`src/rtl/anton_neopixel_frame_sequencer_if.sv`:
```
// Handshake between the frame sequencer and the neopixel stream logic:
// init request/acknowledge, run gate and the end-of-frame sync pulse.
interface anton_neopixel_frame_sequencer_if;
  logic initSlow;
  logic initSlowDone;
  logic run;
  logic streamSyncOf;

  modport master (
    output initSlow,
    output run,
    input  initSlowDone,
    input  streamSyncOf
  );

  modport slave (
    input  initSlow,
    input  run,
    output initSlowDone,
    output streamSyncOf
  );
endinterface

```
`src/rtl/anton_neopixel_frame_sequencer.sv`:
```
// Frame sequencer for the neopixel stream: init handshake, run gating, frame counting and
// minimum frame-period pacing. Define ANTON_NEOPIXEL_SEQ_WATCHDOG_EN to add the RUN watchdog.
module anton_neopixel_frame_sequencer #(
  parameter int PERIOD_BITS    = 16,
  parameter int COUNT_BITS     = 8,
  parameter int INIT_TIMEOUT   = 15
`ifdef ANTON_NEOPIXEL_SEQ_WATCHDOG_EN
  ,
  parameter int WATCHDOG_TICKS = 65535
`endif
) (
  input  logic                   clk6_4mhz,
  input  logic                   rstn,
  input  logic                   regStart,
  input  logic                   regStop,
  input  logic                   regLoop,
  input  logic [COUNT_BITS-1:0]  regFrameCount,
  input  logic [PERIOD_BITS-1:0] regFramePeriod,
  anton_neopixel_frame_sequencer_if.master strm,
  output logic                   busy,
  output logic                   frameDone,
  output logic [COUNT_BITS-1:0]  framesSent,
  output logic                   error
);

  localparam int TOUT_W = $clog2(INIT_TIMEOUT + 1);
  localparam logic [TOUT_W-1:0] TOUT_LAST = TOUT_W'(INIT_TIMEOUT - 1);

  typedef enum logic [2:0] {IDLE, INIT, RUN, GAP, STOPPING} state_t;

  state_t                 state_q, state_d;
  logic                   init_slow_q, init_slow_d;
  logic                   run_q, run_d;
  logic                   busy_q, busy_d;
  logic                   frame_done_q, frame_done_d;
  logic [COUNT_BITS-1:0]  frames_sent_q, frames_sent_d;
  logic                   error_q, error_d;
  logic [PERIOD_BITS-1:0] timer_q, timer_d;
  logic [TOUT_W-1:0]      tout_q, tout_d;
  logic                   stop_q, stop_d;

`ifdef ANTON_NEOPIXEL_SEQ_WATCHDOG_EN
  localparam int WDOG_W = $clog2(WATCHDOG_TICKS + 1);
  localparam logic [WDOG_W-1:0] WDOG_LAST = WDOG_W'(WATCHDOG_TICKS - 1);
  logic [WDOG_W-1:0] wdog_q, wdog_d;
`endif

  function automatic logic [PERIOD_BITS-1:0] sat_inc(input logic [PERIOD_BITS-1:0] v);
    return (&v) ? v : v + PERIOD_BITS'(1);
  endfunction

  // Compare against the timer value after this tick so start-to-start equals regFramePeriod.
  logic                  period_hit;
  logic [COUNT_BITS:0]   frame_target;
  logic                  last_frame;

  always_comb begin
    period_hit   = ({1'b0, timer_q} + (PERIOD_BITS+1)'(1)) >= {1'b0, regFramePeriod};
    frame_target = (regFrameCount == '0) ? (COUNT_BITS+1)'(1) : {1'b0, regFrameCount};
    last_frame   = ({1'b0, frames_sent_q} + (COUNT_BITS+1)'(1)) >= frame_target;
  end

  always_comb begin
    state_d       = state_q;
    init_slow_d   = init_slow_q;
    run_d         = run_q;
    frame_done_d  = 1'b0;
    frames_sent_d = frames_sent_q;
    error_d       = error_q;
    timer_d       = timer_q;
    tout_d        = tout_q;
    stop_d        = stop_q;
`ifdef ANTON_NEOPIXEL_SEQ_WATCHDOG_EN
    wdog_d        = wdog_q;
`endif
    case (state_q)
      IDLE: begin
        stop_d = 1'b0;
        if (regStart) begin
          state_d       = INIT;
          init_slow_d   = 1'b1;
          error_d       = 1'b0;
          frames_sent_d = '0;
          tout_d        = '0;
        end
      end
      INIT: begin
        if (regStop) begin
          state_d     = IDLE;
          init_slow_d = 1'b0;
        end else if (strm.initSlowDone) begin
          state_d     = RUN;
          init_slow_d = 1'b0;
          run_d       = 1'b1;
          timer_d     = '0;
`ifdef ANTON_NEOPIXEL_SEQ_WATCHDOG_EN
          wdog_d      = '0;
`endif
        end else if (tout_q == TOUT_LAST) begin
          state_d     = IDLE;
          init_slow_d = 1'b0;
          error_d     = 1'b1;
        end else begin
          tout_d = tout_q + TOUT_W'(1);
        end
      end
      RUN: begin
        timer_d = sat_inc(timer_q);
        if (regStop) stop_d = 1'b1;
        if (strm.streamSyncOf) begin
          frame_done_d  = 1'b1;
          frames_sent_d = frames_sent_q + COUNT_BITS'(1);
`ifdef ANTON_NEOPIXEL_SEQ_WATCHDOG_EN
          wdog_d        = '0;
`endif
          if (stop_q || regStop || (!regLoop && last_frame)) begin
            state_d = IDLE;
            run_d   = 1'b0;
            stop_d  = 1'b0;
          end else if (period_hit) begin
            timer_d = '0;
          end else begin
            state_d = GAP;
            run_d   = 1'b0;
          end
        end
`ifdef ANTON_NEOPIXEL_SEQ_WATCHDOG_EN
        else if (wdog_q == WDOG_LAST) begin
          state_d = STOPPING;
          run_d   = 1'b0;
          error_d = 1'b1;
        end else begin
          wdog_d = wdog_q + WDOG_W'(1);
        end
`endif
      end
      GAP: begin
        timer_d = sat_inc(timer_q);
        if (regStop || stop_q) begin
          state_d = IDLE;
          stop_d  = 1'b0;
        end else if (period_hit) begin
          state_d = RUN;
          run_d   = 1'b1;
          timer_d = '0;
`ifdef ANTON_NEOPIXEL_SEQ_WATCHDOG_EN
          wdog_d  = '0;
`endif
        end
      end
      STOPPING: begin
        state_d = IDLE;
        run_d   = 1'b0;
        stop_d  = 1'b0;
      end
      default: begin
        state_d     = IDLE;
        run_d       = 1'b0;
        init_slow_d = 1'b0;
      end
    endcase
    busy_d = (state_d != IDLE);
  end

  always_ff @(posedge clk6_4mhz or negedge rstn) begin
    if (!rstn) begin
      state_q       <= IDLE;
      init_slow_q   <= 1'b0;
      run_q         <= 1'b0;
      busy_q        <= 1'b0;
      frame_done_q  <= 1'b0;
      frames_sent_q <= '0;
      error_q       <= 1'b0;
      timer_q       <= '0;
      tout_q        <= '0;
      stop_q        <= 1'b0;
`ifdef ANTON_NEOPIXEL_SEQ_WATCHDOG_EN
      wdog_q        <= '0;
`endif
    end else begin
      state_q       <= state_d;
      init_slow_q   <= init_slow_d;
      run_q         <= run_d;
      busy_q        <= busy_d;
      frame_done_q  <= frame_done_d;
      frames_sent_q <= frames_sent_d;
      error_q       <= error_d;
      timer_q       <= timer_d;
      tout_q        <= tout_d;
      stop_q        <= stop_d;
`ifdef ANTON_NEOPIXEL_SEQ_WATCHDOG_EN
      wdog_q        <= wdog_d;
`endif
    end
  end

  assign strm.initSlow = init_slow_q;
  assign strm.run      = run_q;
  assign busy          = busy_q;
  assign frameDone     = frame_done_q;
  assign framesSent    = frames_sent_q;
  assign error         = error_q;

endmodule
```
`src/flat_wrapper.sv`:
```
// flat-port wrapper written by rule: the top's interface ports become plain ports
module anton_neopixel_frame_sequencer_flat 
#(
  parameter int PERIOD_BITS    = 16,
  parameter int COUNT_BITS     = 8,
  parameter int INIT_TIMEOUT   = 15

)
  (clk6_4mhz, rstn, regStart, regStop, regLoop, regFrameCount, regFramePeriod, busy, frameDone, framesSent, error, strm_initSlow, strm_run, strm_initSlowDone, strm_streamSyncOf);
  anton_neopixel_frame_sequencer_if strm_i ();
  input  logic clk6_4mhz;
  input  logic rstn;
  input  logic regStart;
  input  logic regStop;
  input  logic regLoop;
  input  logic [COUNT_BITS-1:0] regFrameCount;
  input  logic [PERIOD_BITS-1:0] regFramePeriod;
  output logic busy;
  output logic frameDone;
  output logic [COUNT_BITS-1:0] framesSent;
  output logic error;
  output wire logic [$bits(strm_i.initSlow)-1:0] strm_initSlow;
  output wire logic [$bits(strm_i.run)-1:0] strm_run;
  input wire logic [$bits(strm_i.initSlowDone)-1:0] strm_initSlowDone;
  input wire logic [$bits(strm_i.streamSyncOf)-1:0] strm_streamSyncOf;
  assign strm_initSlow = strm_i.initSlow;
  assign strm_run = strm_i.run;
  assign strm_i.initSlowDone = strm_initSlowDone;
  assign strm_i.streamSyncOf = strm_streamSyncOf;
  anton_neopixel_frame_sequencer #(.PERIOD_BITS(PERIOD_BITS), .COUNT_BITS(COUNT_BITS), .INIT_TIMEOUT(INIT_TIMEOUT)) u_core (.clk6_4mhz(clk6_4mhz), .rstn(rstn), .regStart(regStart), .regStop(regStop), .regLoop(regLoop), .regFrameCount(regFrameCount), .regFramePeriod(regFramePeriod), .strm(strm_i), .busy(busy), .frameDone(frameDone), .framesSent(framesSent), .error(error));
endmodule
```
`config.mk`:
```
export PLATFORM = sky130hd
export DESIGN_NAME = anton_neopixel_frame_sequencer_flat
export DESIGN_NICKNAME = d
export VERILOG_FILES = /design/src/rtl/anton_neopixel_frame_sequencer_if.sv /design/src/rtl/anton_neopixel_frame_sequencer.sv /design/src/flat_wrapper.sv
export SDC_FILE = /design/constraint.sdc
export NUM_CORES = 1
export LEC_CHECK = 0
export CAP_MARGIN = 20
export CORE_AREA = 2 2 75 77
export CTS_CLUSTER_SIZE = 25
export DETAILED_ROUTE_END_ITERATION = 10
export DIE_AREA = 0 0 77 79
export GPL_TIMING_DRIVEN = 0
export PLACE_DENSITY = 0.81
export SLEW_MARGIN = 10
export SYNTH_ARGS = -nofsm -noshare
export SYNTH_HDL_FRONTEND = slang
export SYNTH_SLANG_ARGS = --single-unit
```
`constraint.sdc`:
```
create_clock -name clk6_4mhz -period 3.3 [get_ports clk6_4mhz]
set_input_delay 0.825 -clock clk6_4mhz [delete_from_list [all_inputs] [get_ports clk6_4mhz]]
set_output_delay 0.825 -clock clk6_4mhz [all_outputs]
set_load 0.02 [all_outputs]
```
# ---- Yosys cells after proc, flatten, opt, wreduce, memory -nomap -nowiden
# Cells that the tools add are included.
# Widths: inputs -> output; s select.
dict set report totals {
  word_cells 109
  input_bits 31
  romBits 0
  latchBits 0
  memories 0
  ram_bits 0
  out_inout_bits 13
  register_bits 37
}
dict set report classes {
  n_lt_le_gt_ge 2
  n_shift 0
  mux 52
  addsub 5
  n_reduce_logical 21
  n_mul 0
  n_div 0
  bitwise 2
  eq_ne 17
}
# operator n
set ops {}
lappend ops {{$mux 16} 7}
lappend ops {{$pmux 16 s3} 1}
lappend ops {{$mux 3} 9}
lappend ops {{$mux 8} 3}
lappend ops {{$mux 1} 21}
lappend ops {{$add 16x1->17 const B} 1}
lappend ops {{$ge 17x16->1} 1}
lappend ops {{$add 16x1->16 const B} 1}
lappend ops {{$mux 4} 4}
lappend ops {{$pmux 8 s2} 1}
lappend ops {{$reduce_and 16->1} 1}
lappend ops {{$ne 2x2->1 const B} 7}
lappend ops {{$pmux 3 s4} 1}
lappend ops {{$reduce_and 5->1} 2}
lappend ops {{$add 8x1->9 const B} 1}
lappend ops {{$ge 9x9->1} 1}
lappend ops {{$reduce_and 3->1} 3}
lappend ops {{$reduce_bool 3->1} 3}
lappend ops {{$add 8x1->8 const B} 1}
lappend ops {{$logic_not 8->1} 1}
lappend ops {{$pmux 4 s2} 1}
lappend ops {{$reduce_and 7->1} 1}
lappend ops {{$eq 3x2->1 const B} 2}
lappend ops {{$ne 2x1->1 const B} 3}
lappend ops {{18 further kinds} 22}

# ---- Depth between registers and ports, before layout
dict set report depth {
  word_depth 9
  ltp_mapped 14
  mapped_depth_nobuf 13
}

# ---- Least setup slack after synthesis
# OpenSTA, ideal clock, no wires.
dict set report synth_timing {
  kind {input-to-reg}
  from {input port regFrameCount[5]}
  to {register u_core.timer_q[10]}
  arrival_ns 2.759
  required_ns 3.179
  stages 11
  n_path_buf 1
  setup_time_ns 0.121
  setup_slack_ns 0.420
  cell_sequence {nor4_1 -> a41o_1 -> ha_1 -> nor2_1 -> a21oi_1 -> o31ai_1 -> nand4_1 -> a21oi_2 -> a21oi_4 -> buf_6 -> a22o_1}
}
dict set report synth_via {
  elab_chain_len 8
}
# element line_no
set synth_rtl {}
lappend synth_rtl {{start, declared} flat_wrapper.sv:16} ;# input logic [COUNT_BITS-1:0] regFrameCount;
lappend synth_rtl {{$logic_not 8->1} anton_neopixel_frame_sequencer.sv:59} ;# frame_target = (regFrameCount == '0) ? (COUNT_BITS+1)'(1) : {1'b0, regFrameCount};
lappend synth_rtl {{$mux 8 (*)} anton_neopixel_frame_sequencer.sv:59}
lappend synth_rtl {{$ge 9x9->1 (*)} anton_neopixel_frame_sequencer.sv:60} ;# last_frame = ({1'b0, frames_sent_q} + (COUNT_BITS+1)'(1)) >= frame_target;
lappend synth_rtl {{$logic_and 1x1->1 (*)} anton_neopixel_frame_sequencer.sv:116} ;# if (stop_q || regStop || (!regLoop && last_frame)) begin
lappend synth_rtl {{$logic_or 1x1->1 (*)} anton_neopixel_frame_sequencer.sv:116}
lappend synth_rtl {{$mux 16 (*)} anton_neopixel_frame_sequencer.sv:116}
lappend synth_rtl {{$mux 16 (*)} anton_neopixel_frame_sequencer.sv:110} ;# if (strm.streamSyncOf) begin
lappend synth_rtl {{$pmux 16 s3 (*)} anton_neopixel_frame_sequencer.sv:76} ;# case (state_q)
lappend synth_rtl {{end signal, assigned} anton_neopixel_frame_sequencer.sv:188} ;# timer_q <= timer_d;
lappend synth_rtl {{end, declared} anton_neopixel_frame_sequencer.sv:38} ;# logic [PERIOD_BITS-1:0] timer_q, timer_d;
# Mark *: on every way between the ends. The rest lies on a longest branch, timed or not.
# A chain may end at the register's enable or synchronous reset.

# ---- Worst setup path in the final report
dict set report layout_timing {
  from {input port regFrameCount[6]}
  to {register u_core.timer_q[9]}
}
# The elaborated chain is that of the path after synthesis.

==> metrics.yaml <==
logic_synthesis:
  synth_top_cell_by_area: "dfrtp_1"
  synth_top_area_share_pct: 33.9
  yosys_warnings: 0
  syn_area_um2: 2730
  synthTopCellsByCount: "dfrtp_1, inv_1, ha_1"
  syn_area_per_cell_um2: 9.04
  synth_nets: 361
  synth_seq_area_share_pct: 33.9
  synth_seq_cells: 37
  synth_area_leaders: "dfrtp_1, ha_1, a22o_1"
  syn_inst: 302
  synth_edf_count: 0
  async_reset_ff_share_pct: 100
  synth_flop_cell: "dfrtp_1"
  ys_types: 51
  synth.most_common_cell: "dfrtp_1"
final_layout:
  nFillCells: 457
  fin_area_um2: 3440
  area_delta_synth_final_pct: 26.0
  multi_input_area_um2: 1680
  fin_nets: 414
  finalNonFillerCells: 428
  drive_above_1_share_pct: 8.15
  num_antenna_cells: 0
  seq_area_um2: 927
drt:
  vias: 2417
  drt_iter0_drc: 162
  post_drt_wl_per_cell_um: 14.5
  drc: 0
  wirelength_mm: 6.22
  vias_per_cell: 5.65
  drtPass1Iterations: 4
  drtAntennaViolNets: 0
hold_path:
  min_path_type: "primary input to asynchronous set/reset pin"
critical_path:
  r2r_end: "u_core.timer_q[9]"
  cp_max_fo: 10
  r2r_cells: 14
  crit_chain: "clkdlybuf4s50_1, nor4_2, a41o_1, ha_1, nor2_1, a21oi_1, o31ai_2, nand4_1, a21oi_4, a21oi_4, buf_6, a22o_1"
  reg2reg_from: "u_core.timer_q[2]"
  crit_slowest_cell: "clkdlybuf4s50_1"
  slowest_delay_ns: 0.43
  r2r_slack_ns: 0.19
  crit_top_cell: "a21oi_4"
  worstPathRequired_ns: 3.48
  arrival_ns: 3.38
  critical_path_class: "primary input to register"
  worst_setup_path_end_kind: "register"
  cp-start-kind: "primary input"
timing:
  max-slew-margin-rel_pct: 62.5
  post-route-period-util_pct: 96.9
  finalHoldViolations: 0
  max_freq_mhz: 313
  finalSetupViolations: 0
  period_needed_ns: 3.20
  finalMaxSlewViolations: 0
  worst_pin_slew_ns: 0.557
  skew_ns: 0.00742
placement:
  place_congestion: 0.820
  postPlaceCellArea_um2: 3270
  post-dp-hpwl_mm: 4.66
  port_buffers: 43
  placed_cells: 418
pwr:
  clock_power_share_pct: 33.6
  combinationalPowerShare_pct: 24.6
  pwr-share-seq_pct: 41.8
  ir_drop_mv: 0.198
  p_leak_nw: 1.69
  powerDensity_nw_per_um2: 359
  netSwitchingFraction_pct: 28.7
  p_int_mw: 0.881
  power_switching_mw: 0.355
global_routing:
  antenna_found_initial: 0
  grtUsageTotal_pct: 21.3
  grt_pass1_wl_mm: 10.5
  grt_max_degree: 20
  gr-total-overflow: 0
  grt_pass1_vias: 2403
floorplanning:
  die_area_um2: 6080
  die_w_um: 77
  boundaryPins: 44
  rows: 27
  die_h_um: 79
  core_area_um2: 5340
  start_util_pct: 51.2
clock_network:
  root_buffer: "clkbuf_8"
  clock_sinks: 37
  cts_tree: "built"
  clock_latency_ns: 0.29
  clock_tree.buffer_depth: 2
  cts_made_buffers: 5
  htree_levels: 2
  path_clk_slew_ns: 0.07
status:
  status: "finished clean"
run:
  cap_violations: 0
[how the worst max path moves through the flow]
stage / depth (start not counted) / slack (ns) / endpoint / startpoint
finish: 12 / 0.10 / u_core.timer_q[9] / regFrameCount[6]
CTS: 12 / 0.02 / u_core.timer_q[10] / regFrameCount[5]
global route: 12 / -0.01 / u_core.timer_q[9] / regFrameCount[6]
global placement: 12 / -0.35 / u_core.timer_q[4] / regFrameCount[5]
floorplan: 11 / 0.42 / u_core.timer_q[10] / regFrameCount[5]
detailed placement: 12 / -0.40 / u_core.timer_q[10] / regFrameCount[5]
[kinds of logic (layout without fill, tap and decap cells)]
family	count (synthesis)	in the layout	share of synthesized area, %
AND/OR/NAND/NOR	95	95	18.8
AO/OA/AOI/OAI	76	76	20.3
buffers and inverters	40	94	5.82
flip-flops	37	37	33.9
adder cells (fa/ha/maj)	28	28	12.8
XOR/XNOR	22	22	7.05
multiplexers	3	3	1.15
other	1	1	0.137
[placed cells by master, fill, tap and decap left out, drive strengths merged, types with 7 or more instances in the layout]
cell type / Yosys / final
o21ai: 20 / 20
nand2b: 7 / 7
nand2: 16 / 16
xnor2: 10 / 10
inv: 31 / 31
a22o: 16 / 16
ha: 28 / 28
clkbuf: 7 / 14
nor2: 25 / 25
clkdlybuf4s50: 0 / 42
nand3: 12 / 12
xor2: 12 / 12
a21oi: 12 / 12
nand4: 8 / 8
dfrtp: 37 / 37
[metrics by stage]
step                      hold slack, ns  utilization, %  power, mW  setup WS [ns]  setup TNS (ns)
after floorplan                    0.492               -      0.704          0.420               0
after global placement             0.497            60.9      0.795         -0.347           -5.01
after detailed placement           0.501            61.3      0.818         -0.397           -5.88
after CTS                          0.499            63.9       1.23         0.0236               0
after global routing               0.511            64.5       1.30       -0.00980         -0.0239
final                              0.486            64.5       1.24          0.103               0
[sequential cells by signal, summed over array words and instances, names as in the netlist]
| name | cells |
|---|---|
| u_core.timer_q | 16 |
| u_core.framesSent | 8 |
| u_core.tout_q | 4 |
| u_core.state_q | 3 |
| u_core.busy | 1 |
| u_core.error | 1 |
| u_core.frameDone | 1 |
| u_core.stop_q | 1 |
| u_core.strm.initSlow | 1 |
| u_core.strm.run | 1 |
[critical path: cells and delay by family]
family | cells | cell delay (ns)
AOI/OAI and AO/OA | 6 | 1.16
buffers and inverters | 2 | 0.60
and+or+nand+nor | 3 | 0.57
adders and majority gates | 1 | 0.22
[power by group through the flow]
stage	sequential [mW]	clock [mW]	combinational [mW]
6_report	0.517	0.415	0.304
5_1_grt	0.522	0.438	0.342
4_1_cts	0.513	0.420	0.301
3_5_place_dp	0.521	0	0.296
3_3_place_gp	0.519	0	0.277
2_1_floorplan	0.521	0	0.183
[layer usage]
layer  vias to the layer above  routed length (µm)  track usage, %
li1                       1192                   -               -
met1                      1173                2790            25.5
met2                        48                3180            39.4
met3                         4                 199            3.64
met4                         0                  49            5.71
met5                         -                   0               0
[layout make-up]
cell class | count | area share, %
Buffer | 9 | 1.24
Clock buffer | 7 | 2.51
Clock inverter | 1 | 0.872
Inverter | 31 | 3.38
Multi-Input combinational cell | 225 | 48.9
Sequential cell | 37 | 26.9
Tap cell | 72 | 2.62
Timing Repair Buffer | 46 | 13.6
[timing repair]
action,CTS,global route
resized for setup,2,5
pin swaps,1,5
hold buffers,0,0
buffers inserted,1,1
endpoints found under the setup margin,14,17
No activity file was read; power rests on OpenSTA's default activity.
